## src/rtl/fifo_wr_arbiter.sv

```systemverilog
// fifo_wr_arbiter
//   Shares the write port of one FIFO between NUM_REQ producers. Arbitration
//   is round-robin, and the winner keeps the port for a burst of up to
//   BURST_LEN beats. The block keeps its own occupancy count (writes minus
//   observed read fires), so back-pressure never depends combinationally on
//   the FIFO's full flag.
//
// Handshake: a requester beat is accepted on a clock edge where
//   req_valid[i] && req_ready[i]. req_ready is one-hot-or-zero. A producer
//   must hold req_data stable while valid && !ready. fifo_wr_en/fifo_data_in
//   mirror the accepted beat in the same cycle.
//
// Ports
//   clk           rising-edge clock
//   rst           asynchronous, active-low reset
//   req_valid     per-requester data valid
//   req_data      requester i at bits [i*DATA_WIDTH +: DATA_WIDTH]
//   req_ready     one-hot-or-zero accept
//   fifo_wr_en    FIFO write enable
//   fifo_data_in  FIFO write data (zero outside a beat)
//   fifo_rd_fire  consumer read accepted this cycle
//   fifo_level    tracked occupancy, 0..DEPTH
//   grant_id      current or last granted requester
//   busy          high while a burst is granted
//   underflow     sticky; a read fire was seen at level 0
//   fsm_state     debug view of the FSM state (0 = IDLE, 1 = BURST)
module fifo_wr_arbiter #(
  parameter int NUM_REQ    = 4,
  parameter int DATA_WIDTH = 8,
  parameter int DEPTH      = 32,
  parameter int BURST_LEN  = 4,
  parameter int CNT_WIDTH  = 6,
  parameter int ID_WIDTH   = 2
) (
  input  logic                          clk,
  input  logic                          rst,
  input  logic [NUM_REQ-1:0]            req_valid,
  input  logic [NUM_REQ*DATA_WIDTH-1:0] req_data,
  output logic [NUM_REQ-1:0]            req_ready,
  output logic                          fifo_wr_en,
  output logic [DATA_WIDTH-1:0]         fifo_data_in,
  input  logic                          fifo_rd_fire,
  output logic [CNT_WIDTH-1:0]          fifo_level,
  output logic [ID_WIDTH-1:0]           grant_id,
  output logic                          busy,
  output logic                          underflow,
  output logic                          fsm_state
);

  localparam logic IDLE  = 1'b0;
  localparam logic BURST = 1'b1;

  localparam int BEAT_W = (BURST_LEN > 1) ? $clog2(BURST_LEN) : 1;
  localparam logic [BEAT_W-1:0]    LAST_BEAT  = BEAT_W'(BURST_LEN - 1);
  localparam logic [CNT_WIDTH-1:0] FULL_LEVEL = CNT_WIDTH'(DEPTH);
  localparam logic [ID_WIDTH-1:0]  LAST_ID    = ID_WIDTH'(NUM_REQ - 1);

  logic                 state;
  logic [BEAT_W-1:0]    beat_cnt;
  logic [ID_WIDTH-1:0]  last_grant;
  logic [CNT_WIDTH-1:0] level;

  logic [ID_WIDTH-1:0]  winner;
  logic                 any_valid;
  logic                 can_write;
  logic                 beat;
  logic                 burst_end;

  // Round-robin search starting just after the previous winner, so the
  // requester that was served last has the lowest priority.
  always_comb begin
    winner    = last_grant;
    any_valid = |req_valid;
    for (int i = NUM_REQ; i >= 1; i--) begin
      if (req_valid[(int'(last_grant) + i) % NUM_REQ]) begin
        winner = ID_WIDTH'((int'(last_grant) + i) % NUM_REQ);
      end
    end
  end

  // Ready looks only at the registered level: a read in the same cycle
  // frees space for the next cycle, not this one.
  assign can_write = (state == BURST) && (level < FULL_LEVEL);
  assign beat      = can_write && req_valid[grant_id];
  assign burst_end = (state == BURST) &&
                     ((beat && (beat_cnt == LAST_BEAT)) || !req_valid[grant_id]);

  always_comb begin
    req_ready = '0;
    if (can_write) begin
      req_ready[grant_id] = 1'b1;
    end
  end

  assign fifo_wr_en   = beat;
  assign fifo_data_in = beat ? req_data[grant_id*DATA_WIDTH +: DATA_WIDTH] : '0;

  always_ff @(posedge clk or negedge rst) begin
    if (!rst) begin
      state      <= IDLE;
      beat_cnt   <= '0;
      last_grant <= LAST_ID;
      grant_id   <= LAST_ID;
    end else begin
      case (state)
        IDLE: begin
          if (any_valid) begin
            grant_id <= winner;
            beat_cnt <= '0;
            state    <= BURST;
          end
        end
        BURST: begin
          if (beat) begin
            beat_cnt <= beat_cnt + 1'b1;
          end
          if (burst_end) begin
            last_grant <= grant_id;
            state      <= IDLE;
          end
        end
        default: state <= IDLE;
      endcase
    end
  end

  // Occupancy: a simultaneous beat and read cancel out. A read at level 0
  // cannot be real, so it is flagged instead of wrapping the count.
  always_ff @(posedge clk or negedge rst) begin
    if (!rst) begin
      level     <= '0;
      underflow <= 1'b0;
    end else begin
      if (fifo_rd_fire && (level == '0)) begin
        underflow <= 1'b1;
      end
      if (beat && !fifo_rd_fire) begin
        level <= level + 1'b1;
      end else if (!beat && fifo_rd_fire && (level != '0)) begin
        level <= level - 1'b1;
      end
    end
  end

  assign fifo_level = level;
  assign busy       = (state == BURST);
  assign fsm_state  = state;

endmodule

```

## config.mk

```make
export PLATFORM = sky130hd
export DESIGN_NAME = fifo_wr_arbiter
export DESIGN_NICKNAME = d
export VERILOG_FILES = /design/src/rtl/fifo_wr_arbiter.sv
export SDC_FILE = /design/constraint.sdc
export NUM_CORES = 1
export LEC_CHECK = 0
export ABC_AREA = 1
export BUFFER_PORTS_ARGS = -buffer_cell sky130_fd_sc_hd__buf_2
export CELL_PAD_IN_SITES_DETAIL_PLACEMENT = 1
export CELL_PAD_IN_SITES_GLOBAL_PLACEMENT = 1
export CORE_MARGIN = 3
export CORE_UTILIZATION = 31
export DETAILED_ROUTE_END_ITERATION = 8
export PLACE_DENSITY = 0.87
export SYNTH_ARGS = -nofsm -noshare
export SYNTH_HDL_FRONTEND = slang
export SYNTH_SLANG_ARGS = --single-unit
export TNS_END_PERCENT = 20
```

## constraint.sdc

```tcl
create_clock -name clk -period 2.3 [get_ports clk]
set_input_delay 0.46 -clock clk [delete_from_list [all_inputs] [get_ports clk]]
set_output_delay 0.46 -clock clk [all_outputs]
set_load 0.005 [all_outputs]
```

==> run metrics <==
run status complete, no violations; maximum fanout encountered on the critical timing path 10; root buffer cell clkbuf_8; number of global-route vias before repair 1,469; Yosys warning total 0; worst slack after detailed placement around 130 ps; post-synthesis adder-cell area fraction 0.07415; post-CTS sizing 0; share of the core filled with cells 0.4330; critical path capture point type register; Initial Util 0.3352; dominant cells by area after synthesis nand2_1 (20%), dfrtp_1 (20%), dfstp_2 (8.2%); average vias per placed instance 4.893; cell area power density 1302 nW/um^2; number of synthesized flops with an enable pin 0; total of fill cells in the finished design 539; worst-skew pair later-pin latency approximately 240 ps; area growth from synthesis to final layout 29.17%; Global Route met3 Usage 0.01727; largest net degree at the start of global routing 15; share of synthesized flip-flops with an asynchronous set or reset 1.000; setup repair after global routing missed its margin true; headroom to the max-slew limit 0.6460; net count after synthesis 236; total number of clock tree sinks 14; Antenna Nets Post-Route 0; initial antenna violation count 0; Die Span Y 70.32 um; Setup CP Type register to register; logic depth of the worst register-to-register path 12; Mean Syn Cell Area 6.750 um^2; simple-gate share of the synthesized area 0.3551; Post-Synth XOR/XNOR Area 0.02732; cell leakage power approximately 0.93 nW; arrival time at the worst endpoint 2280 ps; critical register-to-register path startpoint grant_id[0]; FF-to-FF setup slack approximately 160 ps; H-Tree Depth 1; Seq/Total Area, Yosys 0.2771; total non-filler cell area in the finished layout about 1700 um^2; maximum buffer depth of the clock tree 2; standard cell area after detailed placement between 1500 and 2000 um^2; most common cell after layout, fill and taps aside nand2_1; post-route setup slack 159.3 ps; post-detail-place hpwl 3376 um; number of input and output port buffers inserted 62; Primary FF master, synth dfrtp_1; kind of start point of the critical path register; area share of the largest cell type after synthesis 0.1961; overall die area 4945 um^2; compound-cell area share of the yosys netlist 0.1678; Mapped Cells 190; global-route wire length before repair 6768 um; drt pass-1 iters 4; overall via count from detail_route 1,463; Antenna Cells 0; row cnt 22; Net count, final 299; routed wire length 3938 um; Num CTS Buffers 3; final clock skew 1.621 ps; timing-limited maximum frequency 467.1 MHz; number of endpoints with negative hold slack in the final report 0; gr busiest metal met2; met1 Usage GRT 0.2226; mux contribution to synthesized area 0; post-synthesis cell type with the largest combined area nand2_1; floorplan die width between 70 and 80 um; global-route total usage across every layer 0.1631; area of the mapped netlist 1282 um^2; final setup violation count 0; met2 GRT Util 0.2765; Hold WS around 110 ps; post-route clock period utilization 0.9307; max-cap viol count 0; Starting DRT DRC Count 48; max-slew violation count 0; Inst Count DP roughly 300; class of the worst hold path input port to async pin; CP Launch Point grant_id[0]; area of the core 3826 um^2; data required time at the worst endpoint about 2400 ps; share of final-layout standard cells stronger than drive strength 1 0.3267; DR WL/cell 13.17 um; number of post-CTS setup repair buffers 0; most frequent cells in the layout nand2_1 (67), buf_2 (62), inv_1 (21); CTS tree built; Reg clk slew, reported paths approximately 60 ps; Final Instance Count excl. Fillers 299; largest family of logic cells by synthesized area simple AND/OR/NAND/NOR gates; number of buffers inserted by hold repair at cts 0; DR DRC count 0; flip-flop and latch count after synthesis 14; final weighted congestion of routability-driven global placement 0.8288; pin slew with the least headroom to its limit 529.0 ps; capture instance of the worst register-to-register path fifo_level[5]; count of boundary I/O pins 63; count of different cell masters after synthesis 25; Final min period ~2100 ps; maximum vdd ir drop ~0.57 mV; total congestion overflow 0
==> how the worst max path moves through the flow <==
stage	to	slack [ps]	cells after the start
after floorplan	fifo_level[5]	290	13
after global routing	fifo_level[5]	-30	12
after CTS	fifo_level[5]	120	12
after global placement	fifo_level[5]	220	12
after detailed placement	fifo_level[5]	130	12
final	fifo_level[5]	160	12
==> where the power goes <==
part	switching, mW	internal [mW]
sequential	0.170	0.399
combinational	0.848	0.545
clock	0.0794	0.116
==> Yosys cell counts (3+ instances only) <==
master and instances:
nor2_1 13, ha_1 6, a21oi_1 8, dfrtp_1 10, a22oi_1 8, nand2_2 6
nand2_1 67, nand3_1 8, nand2_4 3, o21ai_0 10, a31oi_1 8, inv_1 21
nor3_1 3, dfstp_2 4
==> metal layers <==
metal | wire length, um | part of all wire
met1 | 1784 | 0.45
met2 | 2042 | 0.52
met3 | 99 | 0.025
met4 | 11 | 0.0028
met5 | 0 | 0
==> area by class of cell <==
| class | instances | area, um^2 | area share |
|---|---|---|---|
| Clock buffer | 3 | 41.29 | 0.02492 |
| Multi-Input combinational cell | 149 | 800.8 | 0.4834 |
| Timing Repair Buffer | 62 | 310.3 | 0.1873 |
| Sequential cell | 14 | 355.3 | 0.2145 |
| Inverter | 23 | 88.84 | 0.05363 |
| Tap cell | 48 | 60.06 | 0.03625 |
==> worst max-delay path: stages (launching register included) <==
cell and delay (ps):
dfstp_2 620, nand2_1 90, nand2_2 70, nand2_2 50
nand2_4 100, nand3_4 140, ha_1 350, a21oi_1 160
o21ai_0 90, nor2_1 160, nand3_1 100, nand2_1 70
inv_1 30
==> sequential cells by signal (all words and copies together) (netlist names) <==
register	flops
beat_cnt	2
busy	1
fifo_level	6
grant_id	2
last_grant	2
underflow	1
==> kinds of logic after synthesis <==
group,count (synthesis)
xor+xnor,4
flops,14
simple gates,102
buf+inv,27
fa+ha+maj,7
compound gates,36
==> through the flow <==
step	power, mW	setup TNS [ps]
floorplan	1.573	0
global placement	1.930	0
detailed placement	1.982	0
CTS	2.191	0
global route	2.428	-31.32
finish	2.158	0
(Power assumes the default switching activity.)
